<file path="config.mk">
export PLATFORM = sky130hd
export DESIGN_NAME = fcn_neuron_post
export DESIGN_NICKNAME = d
export VERILOG_FILES = /design/src/rtl/fcn_neuron_post.sv
export SDC_FILE = /design/constraint.sdc
export NUM_CORES = 1
export LEC_CHECK = 0
export CORE_MARGIN = 2
export CORE_UTILIZATION = 45
export CTS_BUF_LIST = sky130_fd_sc_hd__clkbuf_2
export CTS_CLUSTER_DIAMETER = 50
export DETAILED_ROUTE_END_ITERATION = 16
export DONT_BUFFER_PORTS = 1
export GPL_TIMING_DRIVEN = 0
export PLACE_DENSITY_LB_ADDON = 0.12
export SYNTH_ARGS = -nofsm -noshare
export SYNTH_HDL_FRONTEND = slang
export SYNTH_SLANG_ARGS = --single-unit
</file>
<file path="constraint.sdc">
create_clock -name clk -period 3.04 [get_ports clk]
set_clock_uncertainty 0.2 [all_clocks]
set_input_delay 0.304 -clock clk [delete_from_list [all_inputs] [get_ports clk]]
set_output_delay 0.304 -clock clk [all_outputs]
set_load 0.05 [all_outputs]
</file>
<file path="src/rtl/fcn_neuron_post.sv">
// Post-accumulation stage: bias add, round/ReLU/saturate requantisation, neuron indexing.
// Define FCN_POST_ARGMAX_EN to build the per-layer arg-max (class_id/class_valid).
module fcn_neuron_post #(
  parameter  int ACC_WIDTH   = 32,
  parameter  int BIAS_WIDTH  = 16,
  parameter  int OUT_WIDTH   = 8,
  parameter  int SHIFT       = 7,
  parameter  int NUM_NEURONS = 10,
  localparam int IDX_W       = $clog2(NUM_NEURONS)
) (
  input  logic                         clk,
  input  logic                         reset,
  input  logic                         layer_start,
  input  logic                         acc_valid,
  input  logic signed [ACC_WIDTH-1:0]  acc_in,
  input  logic signed [BIAS_WIDTH-1:0] bias_in,
  output logic        [OUT_WIDTH-1:0]  out_data,
  output logic                         out_valid,
  output logic        [IDX_W-1:0]      out_index,
  output logic                         layer_done,
  output logic        [IDX_W-1:0]      class_id,
  output logic                         class_valid
);

  localparam int SUM_W = ACC_WIDTH + 1;
  localparam int RND_W = ACC_WIDTH + 2;
  localparam logic [RND_W-1:0] HALF = RND_W'(1) << (SHIFT - 1);
  localparam logic [IDX_W-1:0] LAST = IDX_W'(NUM_NEURONS - 1);

  logic                    s1_valid;
  logic signed [SUM_W-1:0] s1_sum;
  logic        [SUM_W-1:0] acc_ext;
  logic        [SUM_W-1:0] bias_ext;

  assign acc_ext  = {{(SUM_W - ACC_WIDTH){acc_in[ACC_WIDTH-1]}}, acc_in};
  assign bias_ext = {{(SUM_W - BIAS_WIDTH){bias_in[BIAS_WIDTH-1]}}, bias_in};

  // NOTE: sequential state uses non-blocking assignments so every register samples pre-edge values.
  always_ff @(posedge clk or posedge reset) begin
    if (reset) begin
      s1_valid <= 1'b0;
      s1_sum   <= '0;
    end else begin
      s1_valid <= acc_valid;
      if (acc_valid) s1_sum <= acc_ext + bias_ext;
    end
  end

  // Requantisation of the S1 sum, registered into S2.
  logic signed [RND_W-1:0] rnd;
  logic signed [RND_W-1:0] r;
  logic        [OUT_WIDTH-1:0] q_data;

  // NOTE: every always_comb output gets a default first so no path can infer a latch.
  always_comb begin
    q_data = '0;
    rnd    = $signed({s1_sum[SUM_W-1], s1_sum} + HALF);
    r      = rnd >>> SHIFT;
    if (r[RND_W-1])                 q_data = '0;
    else if (|r[RND_W-2:OUT_WIDTH]) q_data = '1;
    else                            q_data = r[OUT_WIDTH-1:0];
  end

  // A layer_start coinciding with an S1->S2 transfer makes that sample index 0.
  logic [IDX_W-1:0] cnt;
  logic [IDX_W-1:0] idx_now;
  logic [IDX_W-1:0] idx_inc;

  assign idx_now = layer_start ? '0 : cnt;
  assign idx_inc = (idx_now == LAST) ? '0 : idx_now + IDX_W'(1);

  always_ff @(posedge clk or posedge reset) begin
    if (reset) begin
      out_valid  <= 1'b0;
      out_data   <= '0;
      out_index  <= '0;
      layer_done <= 1'b0;
      cnt        <= '0;
    end else begin
      out_valid  <= s1_valid;
      layer_done <= s1_valid && (idx_now == LAST);
      if (s1_valid) begin
        out_data  <= q_data;
        out_index <= idx_now;
        cnt       <= idx_inc;
      end else if (layer_start) begin
        cnt <= '0;
      end
    end
  end

`ifdef FCN_POST_ARGMAX_EN
  logic signed [SUM_W-1:0] s2_sum;
  logic signed [SUM_W-1:0] best_sum;
  logic        [IDX_W-1:0] best_idx;
  logic                    take;
  logic signed [SUM_W-1:0] win_sum;
  logic        [IDX_W-1:0] win_idx;

  // Index 0 always seeds; later indices need a strict win so ties keep the lowest index.
  assign take    = (out_index == '0) || (s2_sum > best_sum);
  assign win_sum = take ? s2_sum : best_sum;
  assign win_idx = take ? out_index : best_idx;

  always_ff @(posedge clk or posedge reset) begin
    if (reset) begin
      s2_sum      <= '0;
      best_sum    <= '0;
      best_idx    <= '0;
      class_id    <= '0;
      class_valid <= 1'b0;
    end else begin
      if (s1_valid) s2_sum <= s1_sum;
      class_valid <= 1'b0;
      if (out_valid && layer_done) begin
        class_id    <= win_idx;
        class_valid <= 1'b1;
      end
      if (layer_start) begin
        best_sum <= '0;
        best_idx <= '0;
      end else if (out_valid) begin
        best_sum <= win_sum;
        best_idx <= win_idx;
      end
    end
  end
`else
  assign class_id    = '0;
  assign class_valid = 1'b0;
`endif

endmodule

</file>
-- Word-level counts from Yosys, hierarchy flattened
Cells that the tools add are included.
- register bits after elaboration: 52
- latch bits: 0
- RAM bits: 0
- memory bits (read-only): 0
- input bits: 52
- output and inout bits: 19
- word-level logic and storage cells: 18
- memories: 0
- add/sub/neg operators: 3
- multipliers: 0
- divide/modulo/power cells: 0
- magnitude comparators: 0
- equality and inequality tests: 1
- shift operators: 0
- multiplexer cells: 5
- bitwise gates (word level): 0
- reductions and logical operators: 2
- operator list (kind ; count):
    33-bit by 8-bit adder with 34-bit output (second input constant) ; 1
    32-bit by 16-bit adder with 33-bit output ; 1
    19-bit OR reduction ; 1
    8-bit 2-to-1 mux ; 2
    4-bit 2-to-1 mux ; 3
    4-bit by 1-bit adder with 4-bit output (second input constant) ; 1
    4-bit equality test (second input constant) ; 1
    1-bit logical AND ; 1

-- Logic depth before layout (Yosys ltp)
Gate-level depths: netlist (run 1).
- depth in word-level cells: 4
- depth in mapped cells: 9
- mapped depth without buffers: 8

-- Worst setup path after synthesis (run 1)
OpenSTA, ideal clock, no wires.
- kind: input-to-reg
- from: in acc_in[8]
- to: reg s1_sum[25]
- library setup time: 0.090 ns
- arrival: 2.267 ns
- required time: 2.750 ns
- slack: 0.483 ns
- cell stages on the path: 8
- path buffers: 0
- cells stage by stage: ha_1 -> nand2_1 -> o21a_1 -> and3_4 -> a2111oi_4 -> a2111oi_0 -> or4_1 -> o221ai_1
- word-level cells in the longest chain between the ends: 1
- RTL lines (what ; RTL line ; text):
    start: declaration ; 15 ; input logic signed [ACC_WIDTH-1:0] acc_in,
    32-bit by 16-bit adder with 33-bit output ; 45 ; if (acc_valid) s1_sum <= acc_ext + bias_ext;
    end signal: assignment ; 45 ;
    end: declaration ; 31 ; logic signed [SUM_W-1:0] s1_sum;
No other way between the ends.
A chain may end at the register's enable or synchronous reset.

-- Final worst setup path (run 1)
- from: reg s1_sum[6]
- to: reg out_data[2]
- word-level cells in the longest chain between the ends: 4
- RTL lines (what ; RTL line ; text):
    33-bit by 8-bit adder with 34-bit output (*) ; 57 ; rnd = $signed({s1_sum[SUM_W-1], s1_sum} + HALF);
    19-bit OR reduction ; 60 ; else if (|r[RND_W-2:OUT_WIDTH]) q_data = '1;
    8-bit 2-to-1 mux ; 60 ;
    8-bit 2-to-1 mux (*) ; 59 ; if (r[RND_W-1]) q_data = '0;
    end signal: assignment ; 83 ; out_data <= q_data;
    end: declaration ; 17 ; output logic [OUT_WIDTH-1:0] out_data,
Every way passes the cells marked *; elsewhere a longest branch is shown, timed or not.

==> results of run 1 <==
-- worst max-delay path by stage --
stage	from	to	slack, ns	cells past startpoint
4_1_cts	s1_sum[6]	out_data[2]	0.20	8
3_3_place_gp	acc_in[12]	s1_sum[25]	0.12	7
5_1_grt	s1_sum[6]	out_data[7]	0.007	8
3_5_place_dp	acc_in[8]	s1_sum[29]	0.12	8
2_1_floorplan	acc_in[8]	s1_sum[25]	0.48	8
6_report	s1_sum[6]	out_data[2]	0.21	8
-- critical path: stages (launching register included) --
cell and delay [ns]:
dfrtp_1 0.45, ha_1 0.26, nand2_1 0.18, or3_4 0.40, mux2i_1 0.15, a31oi_1 0.12, a2111o_1 0.46, nor3_4 0.36
a211oi_1 0.12
-- cell type report --
type                            count  area [sq um]
Inverter                           19         71.32
Fill cell                         830          4365
Buffer                             22         122.6
Clock inverter                      3         68.82
Tap cell                          108         135.1
Timing Repair Buffer                4         50.05
Multi-Input combinational cell    370          2604
Clock buffer                        5         25.02
Sequential cell                    46          1151
-- per-layer routing --
layer | vias up | part of all wire
met4 | 0 | 0.0080
met5 | - | 0
li1 | 1725 | -
met3 | 9 | 0.034
met1 | 1636 | 0.48
met2 | 71 | 0.48
-- logic make-up after synthesis --
group,count (synthesis)
fa+ha+maj,32
simple gates,156
xor+xnor,27
mux,15
buf+inv,41
other cells,1
flops,46
compound gates,135
-- placed cells by master (no fill, tap or decap), drive strengths merged, types with 16 or more instances in the layout --
cell type and count:
a21oi 40, clkbuf 19, dfrtp 46, ha 32, inv 19, nand2 36, nand3 16, nor2 32
nor3 16, o21ai 18
-- state kept, by name (all words and copies together) (netlist names) --
| signal | count |
|---|---|
| s1_sum | 27 |
| out_data | 8 |
| cnt | 4 |
| out_index | 4 |
| layer_done | 1 |
| out_valid | 1 |
| s1_valid | 1 |
-- power groups by stage --
stage | Combinational (mW) | Clock (mW) | Sequential [mW]
2_1_floorplan | 0.563 | 0 | 0.906
3_3_place_gp | 0.668 | 0 | 0.941
3_5_place_dp | 0.684 | 0 | 0.945
4_1_cts | 0.693 | 0.443 | 0.934
5_1_grt | 0.780 | 0.455 | 0.954
6_report | 0.689 | 0.431 | 0.933
-- stage by stage --
step,hold WS [ns],cell area [sq um],setup slack [ns],power [mW],cells
floorplan,0.1354,3949,0.4830,1.470,457
global placement,0.1358,4084,0.1174,1.610,565
detailed placement,0.02714,4104,0.1188,1.630,566
CTS,0.03732,4228,0.2042,2.070,577
global route,0.07689,4228,0.006940,2.190,577
finish,0.05891,4228,0.2128,2.054,577
==> out/qor.txt, run 1 <==
run status -> complete, no violations
Vias -> 3,441
worst r2r path cells -> 8
most frequent cell after synthesis -> dfrtp_1
Die Ht -> 97.50 um
Post-Synthesis Cells -> 453
grt total ovfl -> 0
total CTS buffers -> 5
clk buf depth -> 2
Logic pwr share -> 0.336
Rows -> 34
actual slew at the worst max-slew pin -> 1.038 ns
hold wc startpoint -> bias_in[12]
hold_buf cts -> 3
HP Class -> in2reg
post-CTS setup buffers -> 0
synthesized cell area -> 0.003934 sq mm
part of the power in the clock network -> 0.210
maximum vdd drop -> 0.1976 mV
1st-pass router iterations -> 4
DR WL/cell -> 15.82 um
gpl congestion -> 0.8557
Routed Antenna Nets -> 0
EDFF count, synth -> 0
critical path capture point type -> flip-flop
n_diodes -> 0
layout cells sized above 1 -> 0.1151
top cells by count, synth -> 46 x dfrtp_1, 40 x a21oi_1, 36 x nand2_1
yosys warns -> 0
Avg Cell Area, Syn -> 8.684 sq um
fin nets -> 552
Top Usage Layer GRT -> met2
Worst Hold Path EP -> s1_sum[12]
P_leak -> 1.757 nW
first-pass GRT wire length -> 15.68 mm
Vias/cell -> 5.964
H-tree depth -> 2
Layout area overhead -> 7.474%
CTS tree -> built
internal power -> 1.251 mW
clk slew on worst S/H paths -> 0.23 ns
GRT Total Usage -> 0.1959
RR Endpoint -> out_data[2]
minimum clock period -> 2.827 ns
post-synthesis mux area share -> 0.04198
vias in the first global route -> 3,289
Post-synth top flop -> dfrtp_1
GR Util met3 -> 0.03597
Final Cycle Share -> 0.9300
sequential area share after synthesis -> 0.2926
clk_lat worst skew -> 0.43 ns
met1 GRT Util -> 0.2632
setup slack, reg-to-reg -> 0.21 ns
Core Footprint -> 0.008593 sq mm
net switching power -> 802.8 uW
Worst EP arrival -> 2.94 ns
leading area contributor after synthesis -> dfrtp_1
1st-iter DRT viols -> 142
grt met2 use -> 0.3289
PortBufs -> 0
main combinational cell family by area after synthesis -> compound AO/OA/AOI/OAI gates
RSZ-0062 raised after global routing -> no
Sw Share -> 0.3909
final setup violating endpoints -> 0
number of remaining DRC errors -> 0
Area contributors post-synth -> dfrtp_1 29%, ha_1 10%, a21oi_1 5.1%
area share of and/or/nand/nor cells after synthesis -> 0.2163
Pwr Density -> 485.8 mW/mm^2
Max Cap Violations -> 0
relative slew slack -> 0.2901
Crit Reg-Reg Startpoint -> s1_sum[6]
Seq pwr share -> 0.454
initial antenna violation count -> 0
critical path class -> reg2reg
Total Wirelength -> 9.128 mm
Worst Hold Depth -> 2
post-synthesis xor/xnor area fraction -> 0.06011
Slew Limit Fails -> 0
Critical Path Fanout Max -> 7
count of cell types in the netlist -> 69
Post-Synth Adder-Cell Area -> 0.1018
Clock Sinks -> 46
die area -> 0.009505 sq mm
IO Pins -> 71
hpwl dp -> 7.199 mm
final count of hold timing violations -> 0
Initial Util -> 0.4578
largest net degree at the start of global routing -> 28
die width -> 97.50 um
CTS Root Cell -> clkbuf_2
Synth Area in Compound Gates -> 0.2370
FF+latch count, synth -> 46
Worst EP required -> 3.15 ns
Layout Utilization -> 0.4920
FMAX -> 353.7 MHz
FFs w/ async S/R, synth -> 1.000
CP Launch Type -> flip-flop
post-CTS sizing -> 0
top-area cell type share of the netlist area -> 0.2926
setup_tns -> 0 ns
Note: power is estimated with default switching activity, not from simulation.
==> inputs of run 2 (changes only) <==
--- a/config.mk
+++ b/config.mk
@@ -5,6 +5,7 @@
 export SDC_FILE = /design/constraint.sdc
 export NUM_CORES = 1
 export LEC_CHECK = 0
+export ABC_AREA = 1
 export CORE_MARGIN = 2
 export CORE_UTILIZATION = 45
 export CTS_BUF_LIST = sky130_fd_sc_hd__clkbuf_2
@@ -13,6 +14,7 @@
 export DONT_BUFFER_PORTS = 1
 export GPL_TIMING_DRIVEN = 0
 export PLACE_DENSITY_LB_ADDON = 0.12
+export SLEW_MARGIN = 20
 export SYNTH_ARGS = -nofsm -noshare
 export SYNTH_HDL_FRONTEND = slang
 export SYNTH_SLANG_ARGS = --single-unit
==> run 2 against run 1 <==
Effect of this change:
- via count grew 29%
- final cell count grew 51%
- fmax grew 15%
- register-to-register slack gained 0.37 ns
==> out/qor.txt, run 2 <==
run status -> complete, no violations
Post-Synthesis Cells -> 721
leading cell type in the layout, fill and taps excluded -> nand2_1
initial antenna violation count -> 0
critical path endpoint -> out_data[0]
Core Footprint -> 0.009729 sq mm
fin nets -> 820
gpl congestion -> 0.9138
Max Cap Violations -> 0
Sequential Area -> 0.001151 sq mm
Vias/cell -> 5.122
Avg Cell Area, Syn -> 6.240 sq um
Worst EP arrival -> 2.62 ns
1st-pass router iterations -> 4
n_diodes -> 0
first-pass GRT wire length -> 19.00 mm
EDFF count, synth -> 0
Die Ht -> 104.0 um
Slew Limit Fails -> 0
clk buf depth -> 2
Layout Utilization -> 0.4904
Fin Hold WS -> 0.005494 ns
layout cells sized above 1 -> 0.04755
most frequent cells in the layout -> 246 x nand2_1, 84 x nor2_1, 70 x inv_1
number of remaining DRC errors -> 0
count of cell types in the netlist -> 39
CP Launch Point -> s1_sum[6]
worst r2r path cells -> 15
Total Wirelength -> 11.48 mm
setup_tns -> 0 ns
H-tree depth -> 2
grt total ovfl -> 0
clk slew on worst S/H paths -> 0.24 ns
vias in the first global route -> 4,153
CP Launch Type -> flip-flop
hpwl dp -> 9.658 mm
FFs w/ async S/R, synth -> 1.000
top-area cell type share of the netlist area -> 0.2558
CTS tree -> built
Layout area overhead -> 6.035%
Crit Reg-Reg Startpoint -> s1_sum[6]
Top Usage Layer GRT -> met2
met1 GRT Util -> 0.2847
largest net degree at the start of global routing -> 30
RSZ-0062 raised after global routing -> no
Routed Antenna Nets -> 0
sequential area share after synthesis -> 0.2558
clk_lat worst skew -> 0.43 ns
Clock Sinks -> 46
critical path class -> reg2reg
leading area contributor after synthesis -> dfrtp_1
Area contributors post-synth -> dfrtp_1 26%, nand2_1 21%, ha_1 8.9%
IO Pins -> 71
relative slew slack -> 0.6295
FF+latch count, synth -> 46
hold_buf cts -> 3
P_leak -> 2.286 nW
final count of hold timing violations -> 0
Pwr Density -> 387.8 mW/mm^2
post-CTS setup buffers -> 0
1st-iter DRT viols -> 143
total CTS buffers -> 5
most frequent cell after synthesis -> nand2_1
Top reg by flops -> s1_sum
Worst EP required -> 3.20 ns
DR WL/cell -> 13.21 um
RR Endpoint -> out_data[0]
GRT Total Usage -> 0.2119
die area -> 0.01081 sq mm
max reg flops -> 27
Filler Cell Count -> 1,035
biggest regs -> s1_sum: 27 flops, out_data: 8 flops
Initial Util -> 0.4624
top cells by count, synth -> 246 x nand2_1, 84 x nor2_1, 71 x inv_1
Rows -> 36
die width -> 104.0 um
Final Cycle Share -> 0.8098
maximum vdd drop -> 0.1786 mV
GR Util met3 -> 0.01880
critical path capture point type -> flip-flop
PortBufs -> 0
Critical Path Fanout Max -> 8
CTS Root Cell -> clkbuf_2
synthesized cell area -> 0.004499 sq mm
HP Class -> in2reg
setup slack, reg-to-reg -> 0.58 ns
minimum clock period -> 2.462 ns
actual slew at the worst max-slew pin -> 0.5500 ns
Post-synth top flop -> dfrtp_1
FMAX -> 406.2 MHz
final setup violating endpoints -> 0
multi-input logic area -> 0.003020 sq mm
post-CTS sizing -> 0
yosys warns -> 0
grt met2 use -> 0.3633
Vias -> 4,451
==> run 2: layout make-up <==
cell class / instances / share of cell area
Clock buffer: 5 / 0.005245
Tap cell: 133 / 0.03488
Buffer: 12 / 0.01364
Timing Repair Buffer: 4 / 0.01049
Clock inverter: 2 / 0.003147
Inverter: 74 / 0.05822
Multi-Input combinational cell: 593 / 0.6331
Sequential cell: 46 / 0.2413
==> run 2: logic make-up (layout without fill, tap and decap cells) <==
logic type / count (synthesis) / in the layout / share of synthesized area
simple gates: 421 / 421 / 0.3968
compound gates: 112 / 112 / 0.1365
buf+inv: 86 / 97 / 0.07620
flops: 46 / 46 / 0.2558
fa+ha+maj: 32 / 32 / 0.08899
xor+xnor: 23 / 23 / 0.04477
other cells: 1 / 5 / 0.0008335
==> run 2: per-stage QoR <==
stage               cell area (sq um)  setup WS (ns)  total power, mW  std cells
floorplan                        4514         0.9473            1.419        725
global placement                 4681         0.5912            1.584        858
detailed placement               4701         0.5750            1.597        859
CTS                              4771         0.5213            1.858        869
global route                     4771         0.2951            1.994        869
finish                           4771         0.5781            1.850        869
==> run 2: metal layers <==
layer / wire [um] / share of wire
met5: 0 / 0
met4: 253 / 0.022
met3: 388 / 0.034
met2: 5363 / 0.47
met1: 5478 / 0.48
==> run 2: power by group <==
group / leakage [nW] / total (mW) / switching, mW / internal [mW]
Clock: 0.0211 / 0.257 / 0.205 / 0.0513
Combinational: 1.70 / 0.710 / 0.457 / 0.252
Sequential: 0.565 / 0.884 / 0.184 / 0.700
Total: 2.29 / 1.85 / 0.847 / 1.00
==> run 2: worst min-delay path by stage <==
stage,start,endpoint,depth (start not counted)
3_3_place_gp,acc_valid,s1_valid,0
6_report,bias_in[15],s1_sum[32],4
4_1_cts,bias_in[15],s1_sum[32],4
3_5_place_dp,reset,out_data[7],1
2_1_floorplan,acc_valid,s1_valid,0
5_1_grt,bias_in[15],s1_sum[30],4
==> run 2: worst max-delay path, cell delays in order (launching register included) <==
cell and delay [ns]:
dfrtp_1 0.50, ha_1 0.17, buf_2 0.18, nand3_1 0.18
inv_2 0.12, nand2_1 0.13, inv_1 0.11, nand2_1 0.06
nand2_1 0.07, nand2_1 0.05, nor2_1 0.09, nand2_1 0.10
nor2_4 0.20, nand4_1 0.11, nand2_1 0.08, nand2_1 0.06
